File: config.mk
export PLATFORM = sky130hd
export DESIGN_NAME = sdrx_datablk
export DESIGN_NICKNAME = d
export VERILOG_FILES = /design/src/rtl/sdrx_datablk_pkg.sv /design/src/rtl/sdrx_datablk_crc16.sv /design/src/rtl/sdrx_datablk.sv
export SDC_FILE = /design/constraint.sdc
export NUM_CORES = 1
export LEC_CHECK = 0
export BUFFER_PORTS_ARGS = -buffer_cell sky130_fd_sc_hd__buf_4
export CORE_MARGIN = 4
export CORE_UTILIZATION = 65
export DETAILED_ROUTE_END_ITERATION = 16
export PLACE_DENSITY = 0.85
export SKIP_LAST_GASP = 1
export SLEW_MARGIN = 30
export SYNTH_ARGS = -nofsm -noshare
export SYNTH_HDL_FRONTEND = slang
export SYNTH_HIERARCHICAL = 1
export SYNTH_SLANG_ARGS = --single-unit
File: constraint.sdc
create_clock -name i_clk -period 9.4 [get_ports i_clk]
set_clock_uncertainty 0.1 [all_clocks]
set_input_delay 0 -clock i_clk [delete_from_list [all_inputs] [get_ports i_clk]]
set_output_delay 0 -clock i_clk [all_outputs]
set_load 0.02 [all_outputs]
File: src/rtl/sdrx_datablk_pkg.sv
// Shared types and helpers for the SD data-block receiver.
package sdrx_pkg;
  typedef enum logic [2:0] {IDLE, START, START2, DATA, CRC, END} state_t;

  localparam logic [15:0] CRC_POLY_DEF = 16'h1021;
  localparam int          NUM_CRC      = 8;

  // One MSB-first CRC-16 step with the data bit folded into the feedback.
  function automatic logic [15:0] stepcrc(input logic [15:0] prior, input logic b,
                                          input logic [15:0] poly);
    return {prior[14:0], 1'b0} ^ ((prior[15] ^ b) ? poly : 16'h0000);
  endfunction

  function automatic logic [4:0] word_strobes(input logic w4);
    return w4 ? 5'd7 : 5'd31;
  endfunction
endpackage

File: src/rtl/sdrx_datablk_crc16.sv
// One lane/phase CRC-16 register: accumulates data bits, then shifts out MSB-first.
module sdrx_crc16
  import sdrx_pkg::*;
#(
  parameter logic [15:0] POLY = CRC_POLY_DEF
) (
  input  logic clk,
  input  logic rst_n,
  input  logic clr,
  input  logic step,
  input  logic shift,
  input  logic din,
  output logic msb
);
  logic [15:0] crc;

  always_ff @(posedge clk) begin
    if (!rst_n || clr)  crc <= '0;
    else if (step)      crc <= stepcrc(crc, din, POLY);
    else if (shift)     crc <= {crc[14:0], 1'b0};
  end

  assign msb = crc[15];
endmodule

File: src/rtl/sdrx_datablk.sv
// SD/SDIO data-block receiver: start bit, word reassembly, per-lane/phase CRC-16, end bit.
module sdrx_datablk
  import sdrx_pkg::*;
#(
  parameter logic [15:0] CRC_POLY  = CRC_POLY_DEF,
  parameter int          LGTIMEOUT = 24
) (
  input  logic                 i_clk,
  input  logic                 i_reset_n,
  input  logic                 i_start,
  input  logic                 i_width,
  input  logic                 i_ddr,
  input  logic [12:0]          i_length,
  input  logic [LGTIMEOUT-1:0] i_timeout,
  input  logic                 i_sample,
  input  logic [3:0]           i_dat,
  output logic                 o_busy,
  output logic                 o_valid,
  output logic [31:0]          o_data,
  output logic                 o_last,
  output logic                 o_done,
  output logic                 o_crc_err,
  output logic                 o_frame_err,
  output logic                 o_timeout
);
  state_t               state, state_nxt;
  logic                 width_r, ddr_r, phase;
  logic [15:0]          rem;
  logic [4:0]           wcnt;
  logic [5:0]           crc_cnt;
  logic [LGTIMEOUT-1:0] tmo_cnt, tmo_nxt;
  logic [31:0]          shreg, sh_nxt;
  logic [3:0]           act;
  logic                 start_ok, sbit, tmo_hit, crc_miss;
  logic [NUM_CRC-1:0]   crc_step, crc_shift, crc_msb;

  assign act      = width_r ? 4'hF : 4'h1;
  assign start_ok = i_start && (state == IDLE);
  assign sbit     = i_sample && !i_dat[0];
  assign tmo_nxt  = tmo_cnt + LGTIMEOUT'(1);
  // A start bit arriving on the expiry clock wins over the timeout.
  assign tmo_hit  = (state == START) && !sbit && (i_timeout != '0) && (tmo_nxt == i_timeout);
  assign sh_nxt   = width_r ? {shreg[27:0], i_dat} : {shreg[30:0], i_dat[0]};
  assign crc_miss = |((i_dat ^ (phase ? crc_msb[7:4] : crc_msb[3:0])) & act);

  // crc[lane + 4*phase]; inactive lanes stay cleared.
  generate
    for (genvar k = 0; k < NUM_CRC; k++) begin : g_crc
      localparam int   LANE = k % 4;
      localparam logic PH   = (k >= 4);
      logic sel;
      assign sel          = i_sample && act[LANE] && (phase == PH);
      assign crc_step[k]  = sel && (state == DATA);
      assign crc_shift[k] = sel && (state == CRC);
      sdrx_crc16 #(.POLY(CRC_POLY)) u_crc (
        .clk(i_clk), .rst_n(i_reset_n), .clr(start_ok),
        .step(crc_step[k]), .shift(crc_shift[k]), .din(i_dat[LANE]), .msb(crc_msb[k])
      );
    end
  endgenerate

  always_ff @(posedge i_clk) begin
    if (!i_reset_n) state <= IDLE;
    else            state <= state_nxt;
  end

  always_comb begin
    state_nxt = state;
    case (state)
      IDLE:    if (i_start) state_nxt = START;
      START:   if (sbit) state_nxt = ddr_r ? START2 : DATA;
               else if (tmo_hit) state_nxt = IDLE;
      START2:  if (i_sample) state_nxt = DATA;
      DATA:    if (i_sample && rem == 16'd1) state_nxt = CRC;
      CRC:     if (i_sample && crc_cnt == 6'd1) state_nxt = END;
      END:     if (i_sample) state_nxt = IDLE;
      default: state_nxt = IDLE;
    endcase
  end

  always_comb begin
    o_busy = (state != IDLE);
  end

  always_ff @(posedge i_clk) begin
    if (!i_reset_n) begin
      width_r <= 1'b0; ddr_r <= 1'b0; phase <= 1'b0;
      rem <= '0; wcnt <= '0; crc_cnt <= '0; tmo_cnt <= '0; shreg <= '0;
      o_valid <= 1'b0; o_data <= '0; o_last <= 1'b0; o_done <= 1'b0;
      o_crc_err <= 1'b0; o_frame_err <= 1'b0; o_timeout <= 1'b0;
    end else begin
      o_valid <= 1'b0;
      o_last  <= 1'b0;
      o_done  <= 1'b0;
      case (state)
        IDLE: if (i_start) begin
          width_r     <= i_width;
          ddr_r       <= i_ddr;
          rem         <= i_width ? {2'b00, i_length, 1'b0} : {i_length, 3'b000};
          wcnt        <= word_strobes(i_width);
          tmo_cnt     <= '0;
          phase       <= 1'b0;
          o_crc_err   <= 1'b0;
          o_frame_err <= 1'b0;
          o_timeout   <= 1'b0;
        end
        START: begin
          tmo_cnt <= tmo_nxt;
          if (sbit) begin
            if (width_r && i_dat[3:1] != 3'b000) o_frame_err <= 1'b1;
          end else if (tmo_hit) begin
            o_timeout <= 1'b1;
            o_done    <= 1'b1;
          end
        end
        START2: if (i_sample && (i_dat & act) != 4'h0) o_frame_err <= 1'b1;
        DATA: if (i_sample) begin
          shreg <= sh_nxt;
          phase <= ddr_r & ~phase;
          rem   <= rem - 16'd1;
          if (wcnt == 5'd0) begin
            o_valid <= 1'b1;
            o_data  <= sh_nxt;
            o_last  <= (rem == 16'd1);
            wcnt    <= word_strobes(width_r);
          end else begin
            wcnt <= wcnt - 5'd1;
          end
          if (rem == 16'd1) begin
            crc_cnt <= ddr_r ? 6'd32 : 6'd16;
            phase   <= 1'b0;
          end
        end
        CRC: if (i_sample) begin
          phase   <= ddr_r & ~phase;
          crc_cnt <= crc_cnt - 6'd1;
          if (crc_miss) o_crc_err <= 1'b1;
        end
        END: if (i_sample) begin
          if ((i_dat & act) != act) o_frame_err <= 1'b1;
          o_done <= 1'b1;
        end
        default: ;
      endcase
    end
  end
endmodule

== After elaboration in Yosys (flattened, before gate mapping) ==
Cells that the tools add are included.

* Input port bits: 47
* Output and inout port bits: 39
* Flip-flop bits (word level): 254
* Logic and storage cells: 224

* Bitwise operators: 21
* Reduce and logical (&&, ||, !) cells: 75
* Mux-type cells: 75
* $add $sub $neg: 4
* Eq/ne operators: 25

{| class="wikitable"
|+ Operator list
! operator !! count
|-
| $mux W16 || 19
|-
| $xor A16 B16 Y16 || 8
|-
| $mux W13 || 8
|-
| $pmux W24 S2 || 1
|-
| $logic_and A1 B1 Y1 || 37
|-
| $mux W32 || 1
|-
| $pmux W16 S2 || 1
|-
| $mux W5 || 5
|-
| $add A24 B1 Y24 const B || 1
|-
| $eq A24 B24 Y1 || 1
|-
| $mux W24 || 1
|-
| $mux W6 || 4
|-
| $reduce_bool A2 Y1 || 12
|-
| $reduce_bool A24 Y1 || 1
|-
| $ne A2 B2 Y1 const B || 11
|-
| $mux W3 || 7
|-
| $reduce_and A4 Y1 || 5
|-
| $mux W1 || 18
|-
| $pmux W3 S6 || 1
|-
| $eq A16 B1 Y1 const B || 1
|-
| $sub A16 B1 Y16 const B || 1
|-
| $pmux W6 S2 || 1
|-
| $pmux W5 S2 || 1
|-
| $reduce_and A3 Y1 || 3
|-
| other kinds (28) || 51
|}

== Logic depth before layout (Yosys ltp) ==
* Depth in word-level cells: 9
* Gate-level depth with buffers: 10
* Depth with buffers taken out: 9

== Hierarchy ==
Netlist, hierarchy kept.

{| class="wikitable"
|+ By module, submodules not included
! module !! instances !! sequential area each (um^2) !! area an instance (um^2) !! cells each
|-
| sdrx_datablk || 1 || 2,522.4 || 6,891.6 || 850
|-
| sdrx_crc16 || 8 || 320.3 || 601.8 || 72
|}

== Worst setup path before layout ==
OpenSTA, ideal clock, no wires.

* Kind: reg-to-reg
* From: reg tmo_cnt[0]
* To: reg state[0]
* Data required time: 9.184 ns
* Setup time: 0.116 ns
* Arrival time: 2.824 ns
* Period minus slack after synthesis: 3.040 ns
* Setup slack: 6.360 ns
* Path buffers: 0
* Stages on the path, launching flop included: 9
* Path through: dfxtp_1 -> ha_1 -> nand3_2 -> nor4_2 -> nand3_1 -> xnor2_1 -> or4_1 -> or4_4 -> a31o_1

* Longest elaborated chain between the ends: 5

{| class="wikitable"
|+ Ends and longest elaborated chain
! element !! RTL line !! RTL
|-
| from (decl) || sdrx_datablk.sv:31 || <nowiki>logic [LGTIMEOUT-1:0] tmo_cnt, tmo_nxt;</nowiki>
|-
| from (signal assigned) || sdrx_datablk.sv:108 || <nowiki>tmo_cnt <= tmo_nxt;</nowiki>
|-
| $add A24 B1 Y24 || sdrx_datablk.sv:40 || <nowiki>assign tmo_nxt = tmo_cnt + LGTIMEOUT'(1);</nowiki>
|-
| $eq A24 B24 Y1 || sdrx_datablk.sv:42 || <nowiki>assign tmo_hit = (state == START) && !sbit && (i_timeout != '0) && (tmo_nxt == i_timeout);</nowiki>
|-
| $logic_and A1 B1 Y1 || sdrx_datablk.sv:42 ||
|-
| $ne A3 B3 Y1 (no line) || -- ||
|-
| $reduce_and A6 Y1 (no line) || -- ||
|-
| to (signal assigned) || sdrx_datablk.sv:64 || <nowiki>else state <= state_nxt;</nowiki>
|-
| to (decl) || sdrx_datablk.sv:26 || <nowiki>state_t state, state_nxt;</nowiki>
|}

No other way between the ends.
A chain may end at the register's enable or synchronous reset.

== Worst setup path in the final report ==
* From: reg tmo_cnt[0]
* To: reg o_done

* Longest elaborated chain between the ends: 6

{| class="wikitable"
|+ Ends and longest elaborated chain
! element !! RTL line !! RTL
|-
| $add A24 B1 Y24 || sdrx_datablk.sv:40 ||
|-
| $eq A24 B24 Y1 || sdrx_datablk.sv:42 ||
|-
| $logic_and A1 B1 Y1 || sdrx_datablk.sv:42 ||
|-
| $mux W1 || sdrx_datablk.sv:111 || <nowiki>end else if (tmo_hit) begin</nowiki>
|-
| $mux W1 || sdrx_datablk.sv:109 || <nowiki>if (sbit) begin</nowiki>
|-
| $pmux W1 S2 || sdrx_datablk.sv:95 || <nowiki>case (state)</nowiki>
|-
| to (signal assigned) || sdrx_datablk.sv:89 || <nowiki>o_valid <= 1'b0; o_data <= '0; o_last <= 1'b0; o_done <= 1'b0;</nowiki>
|-
| to (signal assigned) || sdrx_datablk.sv:94 || <nowiki>o_done <= 1'b0;</nowiki>
|-
| to (signal assigned) || sdrx_datablk.sv:113 || <nowiki>o_done <= 1'b1;</nowiki>
|-
| to (decl) || sdrx_datablk.sv:21 || <nowiki>output logic o_done,</nowiki>
|}

No other way between the ends.

==> flow_summary.json <==
{
  "critPathMaxFanout": 9,
  "slowest_delay_ns": 0.70,
  "root_buffer": "clkbuf_16",
  "cts_sinks": 254,
  "pre_cts_ws_ns": 5.68,
  "fin_nets": 1541,
  "route.detailed.drc": 0,
  "slowest_stage": "nor4_2",
  "drt_wl_total_microns": 27100,
  "fin_crit_ns": 4.05,
  "ys.warnings.count": 6,
  "syn_nets": 1479,
  "yosysTopAreaCellShare_pct": 43.4,
  "critPathBufInv": 1,
  "gp_congestion": 0.852,
  "grt_max_degree": 96,
  "core_area_sq_mm": 0.0175,
  "reg2regPathDepth": 9,
  "slew_headroom_pct": 36.7,
  "fillCellCount": 1203,
  "die-width_microns": 142,
  "syn-cell-area_sq_mm": 0.0117,
  "dpl.hpwl_microns": 16800,
  "power_density_mw_per_mm2": 209,
  "fin_tns_setup_ns": 0,
  "num_antenna_cells": 0,
  "crit_chain": "ha_1 -> nand3_2 -> nor4_2 -> nand3_1 -> xnor2_1 -> or4_1 -> or4_4 -> a21oi_1 -> dlygate4sd3_1",
  "multi_input_area_sq_mm": 0.00618,
  "crit_start": "tmo_cnt[0]",
  "maxSlewViolCount": 0,
  "synth_ff_type": "dfxtp_1",
  "ir_drop_mv": 0.199,
  "num_io_pins": 86,
  "endpoint": "o_done",
  "utilization_pct": 77.1,
  "yosysMostFrequentCell": "nand2_1",
  "netlist_instances": 1426,
  "worst_pin_slew_ns": 0.950,
  "crit_path_end_kind": "register",
  "p_total_w": 0.00281,
  "min_path_cells": 3,
  "setup_viol": 0,
  "reg2reg_from": "tmo_cnt[0]",
  "drive_gt1_share_pct": 12.0,
  "fmax_ghz": 0.247,
  "routedWlPerCell_microns": 15.7,
  "yosysTopAreaCell": "dfxtp_1",
  "grt_usage_pct": 26.2,
  "die_h_microns": 142,
  "area_growth_pct": 15.1,
  "vias": 10300,
  "clk_pin_slew_worst_paths_ns": 0.06,
  "postRouteAntennaNets": 0,
  "port_buffers": 85,
  "overflow": 0,
  "ys_ff_latch": 254,
  "drt_pass1_iterations": 5,
  "seq_area_sq_mm": 0.00509,
  "max_cap_violations": 0,
  "netlist_top_cells_area": "dfxtp_1 43%, nand2_1 11%, a21oi_1 6.6%, o211a_1 4.7%, mux2i_1 4.1%",
  "critPathLaunchType": "register",
  "cp.depth": 9,
  "status": "complete, no violations",
  "r2r-end": "o_done",
  "synth_cell_type_count": 66,
  "clock_path_buffers": 3,
  "drt_iter0_markers": 910,
  "crit_type": "register to register",
  "critical-path-top-delay-family": "simple AND/OR/NAND/NOR gates",
  "fin_ws_ns": 5.35,
  "cts_tree": "built",
  "cts_buffers": 26,
  "p_leak_nw": 5.28,
  "synth_common_cells": "328 x nand2_1, 254 x dfxtp_1, 154 x a21oi_1",
  "arrival_ns": 4.42,
  "period_share_pct": 43.1,
  "synth_enable_flop_cells": 0,
  "crit_required_ns": 9.77,
  "vias_per_cell": 5.98,
  "rsz0062_at_grt": "no",
  "seq_area_frac_synth_pct": 43.4,
  "cts_resized": 0,
  "htreeDepth": 1,
  "reg2reg_slack_ns": 5.35,
  "antenna_found_initial": 0,
  "hold_class": "input pin to register",
  "clkLatencyLatePin_ns": 0.53,
  "ys_async_sr_fraction_pct": 0,
  "grt_pass1_vias": 9566,
  "avgSynthCellArea_sq_um": 8.21,
  "hp-start": "i_reset_n",
  "die_area_sq_mm": 0.0202,
  "grt_pass1_wl_microns": 45500,
  "initial_core_util_pct": 67.0,
  "row_count": 48,
  "final_hold_viol_count": 0
}
what timing repair did:
action,in CTS,in global routing
hold buffers,32,0
endpoints found under the hold margin,42,0
setup buffers,0,0
layout make-up:
cell class                 count  area share (%)
inverter                      17           0.483
clock buffer                  36            5.70
clock inverter                 8           0.613
sequential                   254            37.8
tap                          225            2.09
timing repair buffer         123            7.45
multi-input combinational   1066            45.9
registers in the layout, indices dropped and copies added (netlist names):
register / cells
crc_cnt: 6
ddr_r: 1
g_crc.u_crc/crc: 128
o_crc_err: 1
o_data: 32
o_done: 1
o_frame_err: 1
o_last: 1
o_timeout: 1
o_valid: 1
phase: 1
rem: 16
shreg: 31
state: 3
tmo_cnt: 24
wcnt: 5
width_r: 1
per-layer routing:
metal | up-vias | share of wire [%] | track usage [%]
li1 | 5097 | - | -
met1 | 4838 | 44 | 36.0
met2 | 342 | 47 | 42.9
met3 | 66 | 6.7 | 4.10
met4 | 0 | 2.3 | 7.63
met5 | - | 0 | 0
tightest hold or removal path, cell delays in order:
cell and delay (ns):
buf_4 0.13, clkinv_2 0.38, a21oi_1 0.07
logic make-up after synthesis:
group / synth area share, %
compound gates: 21.2
xor+xnor: 3.82
fa+ha+maj: 0.641
buf+inv: 3.90
mux: 4.20
simple gates: 22.8
flops: 43.4
through the flow:
stage	hold WS (ns)	cells	instance area, sq um
6_report	0.0144	1729	13500
3_3_place_gp	0.170	1653	12300
4_1_cts	0.00891	1729	13500
3_5_place_dp	0.170	1653	12300
2_1_floorplan	0.0360	1426	11700
5_1_grt	0.0504	1729	13500
cells in the final DEF, fill, tap and decap left out, types with 8 or more instances in the layout:
cell type        n
a2111oi_2       16
a211oi_1        29
a21boi_0         8
a21oi_1        154
a22oi_1         12
and2_1          14
buf_4           91
clkbuf_16       26
clkbuf_8         8
dfxtp_1        253
dlygate4sd3_1   32
inv_1           16
mux2i_1         48
nand2_1        328
nand2b_1        10
nand3_1         23
nand4_1          9
nor2_1         109
nor2_2          11
nor2b_1         16
nor3_1          26
nor4_1          14
o211a_1         55
o21ai_0         41
or2_1            8
xnor2_1         33
xor2_1          18
where the power goes:
| part | switching [W] | leakage [nW] | internal, W | total [W] |
|---|---|---|---|---|
| Combinational | 0.000399 | 2.81 | 0.000204 | 0.000603 |
| Sequential | 0.0000606 | 2.05 | 0.00113 | 0.00119 |
| Clock | 0.000420 | 0.421 | 0.000596 | 0.00102 |
| Total | 0.000879 | 5.28 | 0.00193 | 0.00281 |
worst min path at each step:
stage	end	slack [ns]
finish	tmo_cnt[15]	0.01
global route	tmo_cnt[15]	0.05
floorplan	ddr_r	0.04
CTS	tmo_cnt[15]	0.009
global placement	ddr_r	0.17
detailed placement	ddr_r	0.17
No activity file was read; power rests on OpenSTA's default activity.
